`src/rtl/dma_rx_frame_if.sv`:
```
// Handshake and bus bundle between the RX DMA engine and its surroundings
// (RX FIFO, CPU bus arbiter, RAM port, status).
interface dma_rx_frame_if #(
  parameter int unsigned DATA_W = 8,
  parameter int unsigned ADDR_W = 8,
  parameter int unsigned CNT_W  = 2
);
  logic              Ena;
  logic [DATA_W-1:0] RX_Data;
  logic              RX_Empty;
  logic              Data_Read;
  logic              Bus_req;
  logic              Bus_grant;
  logic [ADDR_W-1:0] Address;
  logic [DATA_W-1:0] Databus;
  logic              Cs;
  logic              Wena;
  logic              Busy;
  logic [CNT_W-1:0]  Byte_Cnt;
  logic              Dma_End;
  logic              Dma_Err;

  // DMA engine side
  modport master (
    input  Ena, RX_Data, RX_Empty, Bus_grant,
    output Data_Read, Bus_req, Address, Databus, Cs, Wena,
           Busy, Byte_Cnt, Dma_End, Dma_Err
  );

  // FIFO / arbiter / RAM / controller side
  modport slave (
    output Ena, RX_Data, RX_Empty, Bus_grant,
    input  Data_Read, Bus_req, Address, Databus, Cs, Wena,
           Busy, Byte_Cnt, Dma_End, Dma_Err
  );
endinterface

```
`src/rtl/dma_rx_frame.sv`:
```
// Serial-RX DMA engine: moves one FRAME_BYTES frame from the RX FIFO into RAM at
// BASE_ADDR while holding the system bus, with inter-byte timeout and grant-loss abort.
module dma_rx_frame #(
  parameter int unsigned       DATA_W      = 8,
  parameter int unsigned       ADDR_W      = 8,
  parameter int unsigned       FRAME_BYTES = 3,
  parameter logic [ADDR_W-1:0] BASE_ADDR   = '0,
  parameter int unsigned       TIMEOUT     = 16,
  parameter int unsigned       CNT_W       = $clog2(FRAME_BYTES + 1)
) (
  input  logic           Clk,
  input  logic           Rst_n,
  dma_rx_frame_if.master bus
);

  localparam int unsigned       TMR_W      = (TIMEOUT > 1) ? $clog2(TIMEOUT) : 1;
  localparam logic [CNT_W-1:0]  IDX_LAST   = CNT_W'(FRAME_BYTES - 1);
  localparam logic [TMR_W-1:0]  TMR_LAST   = TMR_W'(TIMEOUT - 1);
  localparam bit                TIMEOUT_EN = (TIMEOUT != 0);

  typedef enum logic [2:0] {
    S_IDLE,
    S_BUS_REQ,
    S_READ,
    S_WRITE,
    S_WAIT_DATA,
    S_DONE,
    S_ABORT
  } state_e;

  state_e             state_q, state_d;
  logic [CNT_W-1:0]   idx_q, idx_d;
  logic [TMR_W-1:0]   timer_q, timer_d;
  logic [CNT_W-1:0]   cnt_q, cnt_d;

  logic               grant_lost_c;
  logic               data_read_c;
  logic               bus_req_c;
  logic               cs_c;
  logic               wena_c;
  logic               busy_c;
  logic               dma_end_c;
  logic               dma_err_c;
  logic [ADDR_W-1:0]  addr_c;
  logic [DATA_W-1:0]  databus_c;
  logic [DATA_W-1:0]  rx_byte_c;
  logic [ADDR_W-1:0]  wr_addr_c;

  assign rx_byte_c = bus.RX_Data;
  assign wr_addr_c = BASE_ADDR + ADDR_W'(idx_q);

  // The bus is only meaningful to us while we are moving data.
  assign grant_lost_c = !bus.Bus_grant &&
                        ((state_q == S_READ) || (state_q == S_WRITE) || (state_q == S_WAIT_DATA));

  // State, byte index, timeout timer and byte counter
  always_ff @(posedge Clk) begin
    if (!Rst_n) begin
      state_q <= S_IDLE;
      idx_q   <= '0;
      timer_q <= '0;
      cnt_q   <= '0;
    end else begin
      state_q <= state_d;
      idx_q   <= idx_d;
      timer_q <= timer_d;
      cnt_q   <= cnt_d;
    end
  end

  // Next state and Moore outputs; Ena low and grant loss gate the decoded outputs
  always_comb begin
    state_d     = state_q;
    idx_d       = idx_q;
    timer_d     = timer_q;
    cnt_d       = cnt_q;
    data_read_c = 1'b0;
    bus_req_c   = 1'b0;
    cs_c        = 1'b0;
    wena_c      = 1'b0;
    dma_end_c   = 1'b0;
    dma_err_c   = 1'b0;
    addr_c      = '0;
    databus_c   = '0;
    busy_c      = (state_q != S_IDLE);

    unique case (state_q)
      S_IDLE: begin
        if (!bus.RX_Empty) begin
          state_d = S_BUS_REQ;
          idx_d   = '0;
          cnt_d   = '0;
        end
      end

      S_BUS_REQ: begin
        bus_req_c = 1'b1;
        if (bus.Bus_grant) begin
          state_d = S_READ;
        end
      end

      S_READ: begin
        bus_req_c = 1'b1;
        if (grant_lost_c) begin
          state_d = S_ABORT;
        end else begin
          data_read_c = 1'b1;
          state_d     = S_WRITE;
        end
      end

      S_WRITE: begin
        bus_req_c = 1'b1;
        if (grant_lost_c) begin
          state_d = S_ABORT;
        end else begin
          cs_c      = 1'b1;
          wena_c    = 1'b1;
          addr_c    = wr_addr_c;
          databus_c = rx_byte_c;
          cnt_d     = idx_q + CNT_W'(1);
          if (idx_q == IDX_LAST) begin
            state_d = S_DONE;
          end else begin
            idx_d = idx_q + CNT_W'(1);
            if (!bus.RX_Empty) begin
              state_d = S_READ;
            end else begin
              state_d = S_WAIT_DATA;
              timer_d = '0;
            end
          end
        end
      end

      S_WAIT_DATA: begin
        bus_req_c = 1'b1;
        if (grant_lost_c) begin
          state_d = S_ABORT;
        end else if (!bus.RX_Empty) begin
          state_d = S_READ;
        end else if (TIMEOUT_EN && (timer_q == TMR_LAST)) begin
          state_d = S_ABORT;
        end else begin
          timer_d = timer_q + TMR_W'(1);
        end
      end

      S_DONE: begin
        dma_end_c = 1'b1;
        state_d   = S_IDLE;
      end

      S_ABORT: begin
        dma_err_c = 1'b1;
        state_d   = S_IDLE;
      end

      default: begin
        state_d = S_IDLE;
      end
    endcase

    // Disable wins over everything except reset: silent return to IDLE.
    if (!bus.Ena) begin
      state_d     = S_IDLE;
      idx_d       = '0;
      timer_d     = '0;
      data_read_c = 1'b0;
      bus_req_c   = 1'b0;
      cs_c        = 1'b0;
      wena_c      = 1'b0;
      dma_end_c   = 1'b0;
      dma_err_c   = 1'b0;
      busy_c      = 1'b0;
      addr_c      = '0;
      databus_c   = '0;
    end
  end

  assign bus.Data_Read = data_read_c;
  assign bus.Bus_req   = bus_req_c;
  assign bus.Cs        = cs_c;
  assign bus.Wena      = wena_c;
  assign bus.Address   = addr_c;
  assign bus.Databus   = databus_c;
  assign bus.Busy      = busy_c;
  assign bus.Byte_Cnt  = cnt_q;
  assign bus.Dma_End   = dma_end_c;
  assign bus.Dma_Err   = dma_err_c;

endmodule
```
`src/flat_wrapper.sv`:
```
// flat-port wrapper written by rule: the top's interface ports become plain ports
module dma_rx_frame_flat 
#(
  parameter int unsigned       DATA_W      = 8,
  parameter int unsigned       ADDR_W      = 8,
  parameter int unsigned       FRAME_BYTES = 3,
  parameter logic [ADDR_W-1:0] BASE_ADDR   = '0,
  parameter int unsigned       TIMEOUT     = 16,
  parameter int unsigned       CNT_W       = $clog2(FRAME_BYTES + 1)
)
  (Clk, Rst_n, bus_Ena, bus_RX_Data, bus_RX_Empty, bus_Bus_grant, bus_Data_Read, bus_Bus_req, bus_Address, bus_Databus, bus_Cs, bus_Wena, bus_Busy, bus_Byte_Cnt, bus_Dma_End, bus_Dma_Err);
  dma_rx_frame_if #(.DATA_W(DATA_W), .ADDR_W(ADDR_W), .CNT_W(CNT_W)) bus_i ();
  input  logic Clk;
  input  logic Rst_n;
  input wire logic [$bits(bus_i.Ena)-1:0] bus_Ena;
  input wire logic [$bits(bus_i.RX_Data)-1:0] bus_RX_Data;
  input wire logic [$bits(bus_i.RX_Empty)-1:0] bus_RX_Empty;
  input wire logic [$bits(bus_i.Bus_grant)-1:0] bus_Bus_grant;
  output wire logic [$bits(bus_i.Data_Read)-1:0] bus_Data_Read;
  output wire logic [$bits(bus_i.Bus_req)-1:0] bus_Bus_req;
  output wire logic [$bits(bus_i.Address)-1:0] bus_Address;
  output wire logic [$bits(bus_i.Databus)-1:0] bus_Databus;
  output wire logic [$bits(bus_i.Cs)-1:0] bus_Cs;
  output wire logic [$bits(bus_i.Wena)-1:0] bus_Wena;
  output wire logic [$bits(bus_i.Busy)-1:0] bus_Busy;
  output wire logic [$bits(bus_i.Byte_Cnt)-1:0] bus_Byte_Cnt;
  output wire logic [$bits(bus_i.Dma_End)-1:0] bus_Dma_End;
  output wire logic [$bits(bus_i.Dma_Err)-1:0] bus_Dma_Err;
  assign bus_i.Ena = bus_Ena;
  assign bus_i.RX_Data = bus_RX_Data;
  assign bus_i.RX_Empty = bus_RX_Empty;
  assign bus_i.Bus_grant = bus_Bus_grant;
  assign bus_Data_Read = bus_i.Data_Read;
  assign bus_Bus_req = bus_i.Bus_req;
  assign bus_Address = bus_i.Address;
  assign bus_Databus = bus_i.Databus;
  assign bus_Cs = bus_i.Cs;
  assign bus_Wena = bus_i.Wena;
  assign bus_Busy = bus_i.Busy;
  assign bus_Byte_Cnt = bus_i.Byte_Cnt;
  assign bus_Dma_End = bus_i.Dma_End;
  assign bus_Dma_Err = bus_i.Dma_Err;
  dma_rx_frame #(.DATA_W(DATA_W), .ADDR_W(ADDR_W), .FRAME_BYTES(FRAME_BYTES), .BASE_ADDR(BASE_ADDR), .TIMEOUT(TIMEOUT), .CNT_W(CNT_W)) u_core (.Clk(Clk), .Rst_n(Rst_n), .bus(bus_i));
endmodule
```
`config.mk`:
```
export PLATFORM = sky130hd
export DESIGN_NAME = dma_rx_frame_flat
export DESIGN_NICKNAME = d
export VERILOG_FILES = /design/src/rtl/dma_rx_frame_if.sv /design/src/rtl/dma_rx_frame.sv /design/src/flat_wrapper.sv
export SDC_FILE = /design/constraint.sdc
export NUM_CORES = 1
export LEC_CHECK = 0
export CAP_MARGIN = 20
export CORE_AREA = 3 3 52 54
export CTS_CLUSTER_DIAMETER = 150
export CTS_CLUSTER_SIZE = 8
export DETAILED_ROUTE_END_ITERATION = 7
export DIE_AREA = 0 0 55 57
export PLACE_DENSITY_LB_ADDON = 0.12
export SYNTH_ARGS = -nofsm -noshare
export SYNTH_HDL_FRONTEND = slang
export SYNTH_SLANG_ARGS = --single-unit
```
`constraint.sdc`:
```
create_clock -name Clk -period 1.5 [get_ports Clk]
set_input_delay 0.225 -clock Clk [delete_from_list [all_inputs] [get_ports Clk]]
set_output_delay 0.225 -clock Clk [all_outputs]
set_load 0.01 [all_outputs]
```
### Yosys cells after proc, flatten, opt, wreduce, memory -nomap -nowiden

Index checks and enable logic that the tools add are counted.

* input port bits: 13
* ROM bits: 0
* register bits after elaboration: 11
* latch bits: 0
* bits in writable memories: 0
* word-level logic and storage cells: 78
* memories kept: 0

* shift-type cells: 0
* reductions and logical operators: 14
* muxes and demuxes: 41
* bitwise operators: 0
* order comparisons: 0
* div/mod/pow operators: 0
* multipliers: 0
* equal/unequal tests: 17
* $add $sub $neg: 2

Operator list (number)
* $mux W8: 5
* $mux W3: 9
* $mux W4: 6
* $ne A2 B2 Y1 const B: 8
* $pmux W3 S5: 1
* $mux W1: 12
* $mux W2: 5
* $eq A3 B3 Y1 const B: 3
* $pmux W2 S2: 2
* $pmux W4 S2: 1
* $reduce_and A7 Y1: 1
* $eq A3 B2 Y1 const B: 2
* $reduce_and A3 Y1: 2
* $add A4 B1 Y4 const B: 1
* $eq A4 B4 Y1 const B: 1
* $ne A4 B3 Y1 const B: 1
* $reduce_and A4 Y1: 1
* $reduce_bool A2 Y1: 2
* $reduce_or A4 Y1: 1
* $eq A3 B1 Y1 const B: 1
* $logic_not A3 Y1: 1
* $reduce_bool A3 Y1: 1
* $add A2 B1 Y2 const B: 1
* $eq A2 B2 Y1 const B: 1
* other kinds (4): 5

### Longest topological paths before layout

Gate-level depths: netlist (run 1).

* word-level depth: 7
* mapped depth: 6
* gate-level depth less buffers: 6

### Worst setup path before layout (run 1)

No wires, ideal clock.

* kind: flip-flop to flip-flop
* start: register u_core.idx_q[0]
* end: register u_core.timer_q[3]
* path buffers: 0
* arrival time: 1.296 ns
* required time: 1.380 ns
* path slack: 0.085 ns
* library setup time: 0.120 ns
* stages on the path, launching flop included: 6
* period minus slack after synthesis: 1.415 ns
* cells stage by stage: dfxtp_1 inv_1 ha_1 o311ai_4 nor2_2 a211o_1

* word-level cells in the longest chain between the ends: 3

Ends and longest elaborated chain
* start, declared: line dma_rx_frame.sv:32 `logic [CNT_W-1:0] idx_q, idx_d;`
* start signal, assigned: line dma_rx_frame.sv:65 `idx_q <= idx_d;`
* $eq A2 B2 Y1: line dma_rx_frame.sv:123 `if (idx_q == IDX_LAST) begin`
* $ne A2 B2 Y1 (no line)
* $reduce_and A7 Y1 (no line)
* end signal, assigned: line dma_rx_frame.sv:66 `timer_q <= timer_d;`
* end, declared: line dma_rx_frame.sv:33 `logic [TMR_W-1:0] timer_q, timer_d;`

No other way between the ends.
A chain may end at the register's enable or synchronous reset.

### Final worst setup path (run 1)

* start: register u_core.state_q[2]
* end: register u_core.timer_q[3]

* word-level cells in the longest chain between the ends: 6
* elaborated cells between the ends (all ways): 15

Ends and longest elaborated chain
* start, declared: line dma_rx_frame.sv:31 `state_e state_q, state_d;`
* start signal, assigned: line dma_rx_frame.sv:64 `state_q <= state_d;`
* $eq A3 B2 Y1, on equally long branches: line dma_rx_frame.sv:54, dma_rx_frame.sv:87
* $logic_or A1 B1 Y1 (2 in series): line dma_rx_frame.sv:54 `((state_q == S_READ) || (state_q == S_WRITE) || (state_q == S_WAIT_DATA));`
* $logic_and A1 B1 Y1: line dma_rx_frame.sv:53 `assign grant_lost_c = !bus.Bus_grant &&`
* $ne A2 B2 Y1 (no line)
* $reduce_and A7 Y1 (no line)

Parallel ways exist; a longest one is shown, timed or not.

==> metrics, run 1 <==
Rows 17; reg2reg end u_core.timer_q[3]$_SDFFE_PN0P_; setup TNS 0 ns; Power Density 476 nW/um2; synthesized area 846 um2; CTS buffer count 3; Setup crit end kind register; CTS tree built; Final ANT Viol Nets 0; DR DRC count 0; # H-tree levels 1; area grow syn2layout 63.8%; main area contributors after synthesis dfxtp_1, and2_1, buf_4; initial core utilization 0.375; endpoints failing hold 0; Reg clk slew, reported paths 0.08 ns; Tot GR Track Use 0.150; Post-synth top cells nor2_1, dfxtp_1, nand2_1; LEAKAGE 0.646 nW; Int Pwr 480 uW; pin count of the biggest net entering global routing 12; Critical path origin u_core.state_q[2]$_SDFFE_PN0P_; clock sinks 11; Switching Share 0.272; post-route core utilization 0.614; final wirelength 2490 um; layout net count 178; Boundary Pins 38; Worst R2R Setup Slack 0.003 ns; DR vias 953; hpwl dp 1880 um; most common cell in the netlist nor2_1; syn avg cell area 7.98 um2; synth warn 0; final setup violation count 0; worst-case clock buffer depth 2; crit path kind register to register; dominant cell type by area after synthesis dfxtp_1; Cells after Synth 106; FF-to-FF Start u_core.state_q[2]$_SDFFE_PN0P_; FFs w/ async S/R, synth 0; Clock Latency Late Sink 0.27 ns; synthesis-stage register bit count 11; Iteration-0 DRC Markers 14; Period minus WS final 1.50 ns; gr ovfl total 0; top cell type's share of synthesized area 0.260; share of cells above drive strength 1 0.420; Yosys cell types 41; initial antenna violation count 0; Placement Setup Slack -0.502 ns; die area 3140 um2; first-pass GRT wire length 3540 um; sequential share of the synthesized area 0.260; # Max-Cap Violations 0; Detailed Routing Iterations Pass 1 4; crit share post-route 0.998; Critical Path RT 1.65 ns; Sequential Power Share 0.450; RSZ-0062 raised after global routing true; worst vdd ir 0.000514 V; Peak Freq 668 MHz; fill count 220; worst setup path end u_core.timer_q[3]$_SDFFE_PN0P_; worst-path fanout max 3; Post-synth EDFFs 0; R2R depth 6; CP arrival 1.65 ns; Die X 55 um; port bufs 31; number of global-route vias before repair 824; Die Y-Extent 57 um; ANT cells 0; Hold WS 0.506 ns; HP Class register to register; Max Slew Vio Count 0; core area 2250 um2; Placer Congestion 0.746; outcome completed; wire per inst 13.1 um; final worst setup slack 0.00295 ns; crit path launch type register; Final Power 660 uW; hold buffer count at CTS 0; Clock Tree Root clkbuf_4; part of the power in combinational logic 0.237; Clk pwr share 0.313; dominant synthesized flop cell dfxtp_1; vias per cell 5.02; hold path depth 1; Setup Skew 0.0125 ns; Psw 179 uW
## worst min path at each step
stage / endpoint / slack (ns) / from
after detailed placement: u_core.timer_q[1]$_SDFFE_PN0P_ / 0.50 / u_core.timer_q[1]$_SDFFE_PN0P_
final: u_core.timer_q[1]$_SDFFE_PN0P_ / 0.51 / u_core.timer_q[1]$_SDFFE_PN0P_
after global routing: u_core.timer_q[1]$_SDFFE_PN0P_ / 0.54 / u_core.timer_q[1]$_SDFFE_PN0P_
after global placement: u_core.timer_q[1]$_SDFFE_PN0P_ / 0.47 / u_core.timer_q[1]$_SDFFE_PN0P_
after CTS: u_core.timer_q[1]$_SDFFE_PN0P_ / 0.51 / u_core.timer_q[1]$_SDFFE_PN0P_
after floorplan: u_core.bus.Byte_Cnt[0]$_SDFFE_PN0P_ / 0.35 / Rst_n
## repair_timing
action,CTS,global route
setup endpoints to repair,20,20
pin swaps,5,8
cloned,1,0
resized for setup,78,19
buffers inserted,1,3
## worst max-delay path: stages (launching register included)
cell and delay, ns:
dfxtp_2 0.33, nand3b_4 0.17, buf_6 0.13, buf_6 0.11, o311ai_4 0.28, nor2_2 0.10, a211o_1 0.26
## power groups by stage
stage | combinational [mW] | sequential, mW | clock (mW)
global route | 0.169 | 0.297 | 0.226
global placement | 0.150 | 0.305 | 0
finish | 0.156 | 0.297 | 0.207
detailed placement | 0.151 | 0.305 | 0
floorplan | 0.0791 | 0.306 | 0
CTS | 0.153 | 0.296 | 0.213
## through the flow
step / area [um2] / cells
3_5_place_dp: 1310 / 182
2_1_floorplan: 865 / 111
6_report: 1390 / 190
5_1_grt: 1390 / 190
4_1_cts: 1320 / 188
3_3_place_gp: 1310 / 182
## metal layers
metal,routed length [um],up-vias,track usage
li1,-,481,-
met1,931,434,0.168
met2,1290,36,0.275
met3,254,2,0.0392
met4,10,0,0.0313
met5,0,-,0
## logic make-up after synthesis
| logic type | share of synthesized area |
|---|---|
| adder cells (fa/ha/maj) | 0.0296 |
| multiplexers | 0.0237 |
| XOR/XNOR | 0.0104 |
| flip-flops | 0.260 |
| other | 0.00443 |
| AO/OA/AOI/OAI | 0.195 |
| buffers and inverters | 0.0962 |
| AND/OR/NAND/NOR | 0.380 |
## layout make-up
| class | instances | area (um2) | area share |
|---|---|---|---|
| tap | 28 | 35.0 | 0.0253 |
| inverter | 2 | 7.51 | 0.00542 |
| timing repair buffer | 58 | 467 | 0.337 |
| clock buffer | 4 | 26.3 | 0.0190 |
| multi-input combinational | 87 | 621 | 0.448 |
| sequential | 11 | 229 | 0.165 |
## state kept, by name, summed over array words and instances (netlist names)
register and count:
u_core.idx_q 2, u_core.timer_q 4, u_core.bus.Byte_Cnt 2, u_core.state_q 3
## layout by cell type (no fill, tap or decap), drive strengths merged, types with 2 or more instances in the layout
cell and count:
nand2 11, inv 2, a21o 3, nor2b 3
a21oi 4, conb 6, nor4 3, clkbuf 7
nor2 13, buf 41, clkdlybuf4s50 12, nor3b 2
nor3 4, mux2i 2, ha 2, dlygate4sd2 2
nand3 3, and2 10, dfxtp 11, o21ai 2
Note: power is estimated with default switching activity, not from simulation.
==> run 2: changes to the inputs <==
GPL_ROUTABILITY_DRIVEN = 0   (was unset)
==> results of run 2 <==
Final layout, timing and power as in run 1 (identical DEF).
